### src/rtl/module_disp_scanner.sv
// rtl/module_disp_scanner.sv - N-digit multiplexed 7-segment scanner with dead-time blanking and per-frame snapshot (optional LEADING_ZERO_BLANK_EN)
module module_disp_scanner #(
  parameter int CLK_FREQ_HZ       = 27_000_000,
  parameter int SCAN_HZ           = 1000,
  parameter int N_DIGITS          = 4,
  parameter int BLANK_CYCLES      = 27,
  parameter bit ANODE_ACTIVE_HIGH = 1'b1,
  parameter bit SEG_ACTIVE_HIGH   = 1'b0
) (
  input  logic                                               clk,
  input  logic                                               rst_n,
  input  logic [4*N_DIGITS-1:0]                              digits_i,
  input  logic [N_DIGITS-1:0]                                dp_i,
  input  logic [N_DIGITS-1:0]                                en_i,
  output logic [N_DIGITS-1:0]                                an_o,
  output logic [6:0]                                         seg_o,
  output logic                                               dp_o,
  output logic [((N_DIGITS > 1) ? $clog2(N_DIGITS) : 1)-1:0] digit_idx_o,
  output logic                                               frame_o
);

  localparam int DWELL = CLK_FREQ_HZ / SCAN_HZ;
  localparam int CNT_W = (DWELL > 1) ? $clog2(DWELL) : 1;
  localparam int IDX_W = (N_DIGITS > 1) ? $clog2(N_DIGITS) : 1;

  localparam logic [N_DIGITS-1:0] AN_OFF  = ANODE_ACTIVE_HIGH ? '0 : '1;
  localparam logic [6:0]          SEG_OFF = SEG_ACTIVE_HIGH ? 7'h00 : 7'h7F;
  localparam logic                DP_OFF  = !SEG_ACTIVE_HIGH;

  // Reject parameter sets that cannot produce a meaningful scan
  if (DWELL < 1) begin : g_bad_dwell
    $error("module_disp_scanner: DWELL must be at least 1");
  end
  if (BLANK_CYCLES < 0 || BLANK_CYCLES >= DWELL) begin : g_bad_blank
    $error("module_disp_scanner: BLANK_CYCLES must be in 0..DWELL-1");
  end
  if (N_DIGITS < 1 || N_DIGITS > 8) begin : g_bad_ndig
    $error("module_disp_scanner: N_DIGITS must be in 1..8");
  end

  // Active-high gfedcba pattern for a hex nibble
  function automatic logic [6:0] hex7(input logic [3:0] v);
    case (v)
      4'h0: hex7 = 7'h3F;  4'h1: hex7 = 7'h06;  4'h2: hex7 = 7'h5B;  4'h3: hex7 = 7'h4F;
      4'h4: hex7 = 7'h66;  4'h5: hex7 = 7'h6D;  4'h6: hex7 = 7'h7D;  4'h7: hex7 = 7'h07;
      4'h8: hex7 = 7'h7F;  4'h9: hex7 = 7'h6F;  4'hA: hex7 = 7'h77;  4'hB: hex7 = 7'h7C;
      4'hC: hex7 = 7'h39;  4'hD: hex7 = 7'h5E;  4'hE: hex7 = 7'h79;  default: hex7 = 7'h71;
    endcase
  endfunction

  logic [CNT_W-1:0]      cnt, cnt_n;
  logic [IDX_W-1:0]      idx, idx_n;
  logic [4*N_DIGITS-1:0] snap_d, snap_d_n;
  logic [N_DIGITS-1:0]   snap_dp, snap_dp_n;
  logic [N_DIGITS-1:0]   snap_en, snap_en_n;
  logic                  first;
  logic                  load;
  logic [N_DIGITS-1:0]   eff_en;
  logic                  lit;
  logic [3:0]            cur_digit;
  logic [N_DIGITS-1:0]   an_n;
  logic [6:0]            seg_n;
  logic                  dp_n;

  // Effective enables captured into the snapshot (optionally with leading zeros blanked)
`ifdef LEADING_ZERO_BLANK_EN
  always_comb begin
    logic supp;
    eff_en = en_i;
    supp   = 1'b1;
    for (int i = N_DIGITS - 1; i >= 1; i--) begin
      if (en_i[i]) begin
        if (supp && digits_i[4*i +: 4] == 4'h0 && !dp_i[i]) eff_en[i] = 1'b0;
        else supp = 1'b0;
      end
    end
  end
`else
  always_comb begin
    eff_en = en_i;
  end
`endif

  // Next-state of counters and snapshot, then the output levels those next values imply
  always_comb begin
    load      = first || ((cnt == CNT_W'(DWELL - 1)) && (idx == IDX_W'(N_DIGITS - 1)));
    cnt_n     = cnt + CNT_W'(1);
    idx_n     = idx;
    if (first) begin
      cnt_n = '0;
      idx_n = '0;
    end else if (cnt == CNT_W'(DWELL - 1)) begin
      cnt_n = '0;
      idx_n = (idx == IDX_W'(N_DIGITS - 1)) ? '0 : idx + IDX_W'(1);
    end
    snap_d_n  = load ? digits_i : snap_d;
    snap_dp_n = load ? dp_i : snap_dp;
    snap_en_n = load ? eff_en : snap_en;
    cur_digit = snap_d_n[idx_n*4 +: 4];
    lit       = (32'(cnt_n) >= BLANK_CYCLES) && snap_en_n[idx_n];
    an_n      = lit ? (N_DIGITS'(1) << idx_n) : '0;
    an_n      = ANODE_ACTIVE_HIGH ? an_n : ~an_n;
    seg_n     = lit ? hex7(cur_digit) : 7'h00;
    seg_n     = SEG_ACTIVE_HIGH ? seg_n : ~seg_n;
    dp_n      = lit && snap_dp_n[idx_n];
    dp_n      = SEG_ACTIVE_HIGH ? dp_n : !dp_n;
  end

  // Counters, snapshot and registered pin drives all advance on the same edge
  always_ff @(posedge clk or negedge rst_n) begin
    if (!rst_n) begin
      cnt     <= '0;
      idx     <= '0;
      snap_d  <= '0;
      snap_dp <= '0;
      snap_en <= '0;
      first   <= 1'b1;
      an_o    <= AN_OFF;
      seg_o   <= SEG_OFF;
      dp_o    <= DP_OFF;
      frame_o <= 1'b0;
    end else begin
      cnt     <= cnt_n;
      idx     <= idx_n;
      snap_d  <= snap_d_n;
      snap_dp <= snap_dp_n;
      snap_en <= snap_en_n;
      first   <= 1'b0;
      an_o    <= an_n;
      seg_o   <= seg_n;
      dp_o    <= dp_n;
      frame_o <= load;
    end
  end

  assign digit_idx_o = idx;

endmodule

### config.mk
export PLATFORM = sky130hd
export DESIGN_NAME = module_disp_scanner
export DESIGN_NICKNAME = d
export VERILOG_FILES = /design/src/rtl/module_disp_scanner.sv
export SDC_FILE = /design/constraint.sdc
export NUM_CORES = 1
export LEC_CHECK = 0
export ABC_AREA = 0
export CAP_MARGIN = 20
export CORE_MARGIN = 2
export CORE_UTILIZATION = 50
export CTS_BUF_LIST = sky130_fd_sc_hd__clkbuf_8
export CTS_CLUSTER_DIAMETER = 100
export DETAILED_ROUTE_END_ITERATION = 10
export MAX_ROUTING_LAYER = met4
export PLACE_DENSITY = 0.75
export SLEW_MARGIN = 10
export SYNTH_ARGS = -nofsm -noshare
export SYNTH_HDL_FRONTEND = slang
export SYNTH_SLANG_ARGS = --single-unit
### constraint.sdc
create_clock -name clk -period 4.4 [get_ports clk]
set_clock_uncertainty 0.15 [all_clocks]
set_input_delay 0.88 -clock clk [delete_from_list [all_inputs] [get_ports clk]]
set_output_delay 0.88 -clock clk [all_outputs]
set_load 0.02 [all_outputs]
# After elaboration in Yosys (flattened, before gate mapping)
# Memory sizes are Yosys's and may differ from the RTL's.
# Cells that the tools add are included.
# word_totals
reg_bits	55
rom_bits	112
inputBits	26
output_inout_bits	15
wordCells	39
memories	1
# op_classes
n_addsub	2
n_lt_le_gt_ge	2
n_eq_ne	2
shift	2
n_mux	14
n_bitwise	1
n_reduce_logical	5
# memory_table
memory	depth	width	read_ports	rd_clocked_by_memory_dff	write_ports	line	text
(name not given)	16	7	1	0	0	43	case (v)
# ops
operator	count
2-to-1 mux 15 bit	2
2-to-1 mux 16 bit	1
variable part select 16 x 5 -> 4 bit	1
adder 15 x 1 -> 15 bit (second input constant)	1
== test 15 bit (second input constant)	1
greater-or-equal comparator 15 x 5 -> 1 bit (second input constant)	1
2-to-1 mux 4 bit	3
2-to-1 mux 7 bit	1
NOT 7 bit	1
2-to-1 mux 2 bit	3
binary-select mux 1 bit (select 2 bit)	2
<< shifter 1 x 2 -> 4 bit (first input constant)	1
logical AND 1 bit	3
< comparator 2 x 3 -> 1 bit (second input constant)	1
adder 2 x 1 -> 2 bit (second input constant)	1
== test 2 bit (second input constant)	1
2-to-1 mux 1 bit	2
zero test 1 bit	1
logical OR 1 bit	1

# Logic depth before layout (Yosys ltp)
# Gate-level depths: netlist (run 1).
# depth
ltp_word	9
ltp_mapped	16
ltp_nobuf	13

# Least setup slack after synthesis (run 1)
# Ideal clock, no wire load.
# synth_timing
path_kind	flip-flop to flip-flop
start	reg cnt[0]
end	reg seg_o[3]
setup_ns	0.082
arrival_ns	3.562
t_required_ns	4.168
path_slack_ns	0.606
path_stages_with_launch	15
n_path_buf	2
period_less_slack_ns	3.794
path_cell_list	dfrtp_1 > ha_1 > buf_2 > nand4_1 > nor4_4 > mux2i_1 > buf_4 > mux4_2 > nand2_1 > o21ai_1 > inv_1 > ha_1 > inv_1 > mux4_2 > or2_1
# synth_between
elab_cells_between_ends	18
cone_classes	add/sub: 1; order compare: 1; eq/ne: 1; shift: 1; mux: 9; bitwise: 1; reduce/logical: 3; memory: 1
# synth_rtl
element	line	text
start, declared	51	logic [CNT_W-1:0] cnt, cnt_n;
start signal, assigned	123	cnt <= cnt_n;
== test 15 bit (*)	92	end else if (cnt == CNT_W'(DWELL - 1)) begin
2-to-1 mux 2 bit (*)	92	
2-to-1 mux 2 bit (*)	89	if (first) begin
net idx_n[1]	52	logic [IDX_W-1:0] idx, idx_n;
parallel branches: the longest is 3 deep, another holds memory read (16 x 7 bit)	-	
2-to-1 mux 7 bit (*)	103	seg_n = lit ? hex7(cur_digit) : 7'h00;
NOT 7 bit (*)	104	seg_n = SEG_ACTIVE_HIGH ? seg_n : ~seg_n;
net seg_n[3]	62	logic [6:0] seg_n;
end signal, assigned	130	seg_o <= seg_n;
end, declared	16	output logic [6:0] seg_o,
# Mark *: on every way through the listed nets, which the timed path passes. The select of a mux whose other input is x is not followed.

# Worst setup path after layout (run 1)
# layout_timing
start	reg cnt[0]
end	reg seg_o[3]
# layout_between
elab_chain_len	9
elab_cells_between_ends	18
cone_classes	add/sub: 1; order compare: 1; eq/ne: 1; shift: 1; mux: 9; bitwise: 1; reduce/logical: 3; memory: 1
# layout_rtl
element	line
parallel branches: the longest is 7 deep, another holds adder 15 x 1 -> 15 bit	-
2-to-1 mux 7 bit (*)	103
NOT 7 bit (*)	104
net seg_n[3]	62
# Marked as above.

==> results of run 1 <==
cell usage in the layout, fill, tap and decap left out, types with 7 or more instances in the layout:
cell,count
dfrtp_1,46
clkdlybuf4s50_1,39
mux2_2,27
nor2_1,23
nand2_1,14
mux2i_1,13
inv_1,12
xnor2_1,11
nand3_1,9
dfstp_2,9
a21oi_1,8
ha_1,8
o21ai_0,7
through the flow:
stage               util (%)  setup slack [ps]  std cells
finish                  61.9               360        397
global placement        59.7               619        389
global route            61.9              95.6        397
floorplan                  -               606        286
detailed placement      59.7               405        389
CTS                     61.9               370        397
routing by layer:
layer  vias to the layer above  global-route usage [%]  share of wire [%]
li1                       1095                       -                  -
met1                      1105                    25.3                 45
met2                        54                    31.1                 49
met3                         8                    3.88                3.9
met4                         0                    4.77                1.4
met5                         -                       -                  0
cells by family after synthesis:
| group | after synthesis | synth area share (%) |
|---|---|---|
| AO/OA/AOI/OAI | 43 | 9.36 |
| XOR/XNOR | 15 | 4.20 |
| adder cells (fa/ha/maj) | 8 | 3.20 |
| buffers and inverters | 29 | 4.24 |
| flip-flops | 55 | 44.4 |
| multiplexers | 45 | 16.6 |
| other | 1 | 0.120 |
| AND/OR/NAND/NOR | 90 | 17.9 |
worst max-delay path by stage:
stage	start	end	slack, ps	depth (start not counted)
after CTS	cnt[0]	seg_o[3]	370	13
after floorplan	cnt[0]	seg_o[3]	610	14
final	cnt[0]	seg_o[3]	360	13
after global routing	cnt[0]	seg_o[3]	100	13
after global placement	cnt[0]	seg_o[3]	620	13
after detailed placement	cnt[0]	seg_o[3]	400	13
sequential cells by signal (all words and copies together) (netlist names):
name and flops:
snap_d 16, cnt 15, seg_o 7, an_o 4, snap_dp 4, snap_en 4, digit_idx_o 2, dp_o 1
first 1, frame_o 1
critical path: cells and delay by family, from the launching register on:
| kind | cells | cell delay, ps |
|---|---|---|
| flops | 1 | 430 |
| simple gates | 4 | 920 |
| compound gates | 2 | 550 |
| mux | 2 | 780 |
| fa+ha+maj | 2 | 660 |
| buf+inv | 3 | 470 |
layout make-up:
| class | instances | area (um^2) | area share (%) |
|---|---|---|---|
| Clock inverter | 3 | 63.8 | 1.72 |
| Tap cell | 75 | 93.8 | 2.53 |
| Multi-Input combinational cell | 202 | 1620 | 43.6 |
| Inverter | 12 | 45.0 | 1.21 |
| Timing Repair Buffer | 45 | 433 | 11.7 |
| Clock buffer | 5 | 68.8 | 1.85 |
| Sequential cell | 55 | 1390 | 37.4 |
power breakdown:
group | switching, W | internal, W
clock network | 0.000165 | 0.000225
logic | 0.0000670 | 0.0000735
registers | 0.0000135 | 0.000531
==> reports/results.ini, run 1 <==
[clock_tree]
cts-resized-gates=0
clk_path_buf_depth=2
postCtsHoldBufs=0
htreeDepth=2
cts.clk_slew.worst_paths_ps=100
post_cts_buffers=0
root_buffer=clkbuf_8
cts_tree=done
clock-sinks=55
cts_made_buffers=5
clock_latency_ps=310

[critical_path]
path_max_fanout=18
max_stage_delay_ps=500
cp_cell_sequence=ha_1 > nand2_1 > nor4_4 > a21oi_4 > buf_4 > mux4_2 > nand2_1 > o21ai_1 > inv_1 > ha_1 > inv_1 > mux4_2 > or2_1
worstReg2RegEnd=seg_o[3]
r2r_setup_slack_ps=360
startpoint_type=register
worst_ep_arrival_time_ps=4130
worstSetupEndpointType=register
ff2ff_path_depth=13
timing.rr.start=cnt[0]
crit_path_top_delay_cell=nor4_4
required_ps=4490
crit_type=register to register

[detailed_routing]
ant_nets=0
via_per_inst=5.70
dr.pass1.iters=4
vias=2262
avgRoutedWirePerCell_um=16.0
drt_iter0_markers=70
drc=0
drt_wl_total_um=6360

[synth]
synth_area_leaders=dfrtp_1 (37%), mux2_2 (9.7%), dfstp_2 (7.6%), mux2i_1 (4.5%), ha_1 (3.2%)
synth.distinct_cells=61
synth_most_common_cell=dfrtp_1
avgSynthCellArea_um2=10.9
async_reset_ff_share_pct=100
synth_flop_cell=dfrtp_1
syn_inst=286
synth_nets=320
yosysWarnings=0
seq_area_frac_synth_pct=44.4
syn-cell-area_mm2=0.00313
synth_top_cell_area_share_pct=36.8
synth_top_area_cell=dfrtp_1
ys_top_cells_by_count=dfrtp_1 (46), mux2_2 (27), nor2_1 (23)
synth_edf_count=0
ys_seq_elements=55

[final_layout]
final_area_mm2=0.00371
final_layout_size_suffix_gt1_share_pct=19.6
num_antenna_cells=0
nFillCells=488
num-nets-final=355
area_delta_synth_final_pct=18.6

[floorplanning]
die_w_um=83.1
die_area_mm2=0.00690
core_area_mm2=0.00599
die_h_um=83.1
ioPinCount=41
initial_utilization_pct=52.2
rows=28

[sta]
rsz0062_at_grt=no
relSlewSlack_pct=44.9
fin_setup_tns_ps=0
finalCriticalPeriod_ps=4040
finalHoldViolCount=0
holdWs_ps=344
slew_viol_final=0
tightest_slew_ps=827
setup_violations=0
period_share_pct=91.8
timing.fmax_mhz=248

[grt]
track_usage_pct=19.3
grt-ovfl-total=0
grt_pass1_vias=2236
grt_pass1_wl_um=10700
antenna_found_initial=0
grt_max_degree=56

[placement]
dpl_cell_area_mm2=0.00358
dp_hpwl_um=4610
place_congestion=0.903
io_buffers=40

[min_path]
min_from=snap_dp[2]
hold_depth=2
hold_class=register to register
worst_hold_path.endpoint=snap_dp[2]

[flow_run]
max-cap-violations=0

[pwr]
p_total_w=0.00108
p_leak_nw=1.52
power_density_mw_per_mm2=290
ir_drop_uv=180

[run_status]
run_status=completed

No activity file was read; power rests on OpenSTA's default activity.
==> run 2, diff against run 1 <==
CTS_CLUSTER_SIZE = 8   (was unset)
==> results of run 2 <==
The final DEF is identical to that of run 1; final timing and power are the same.
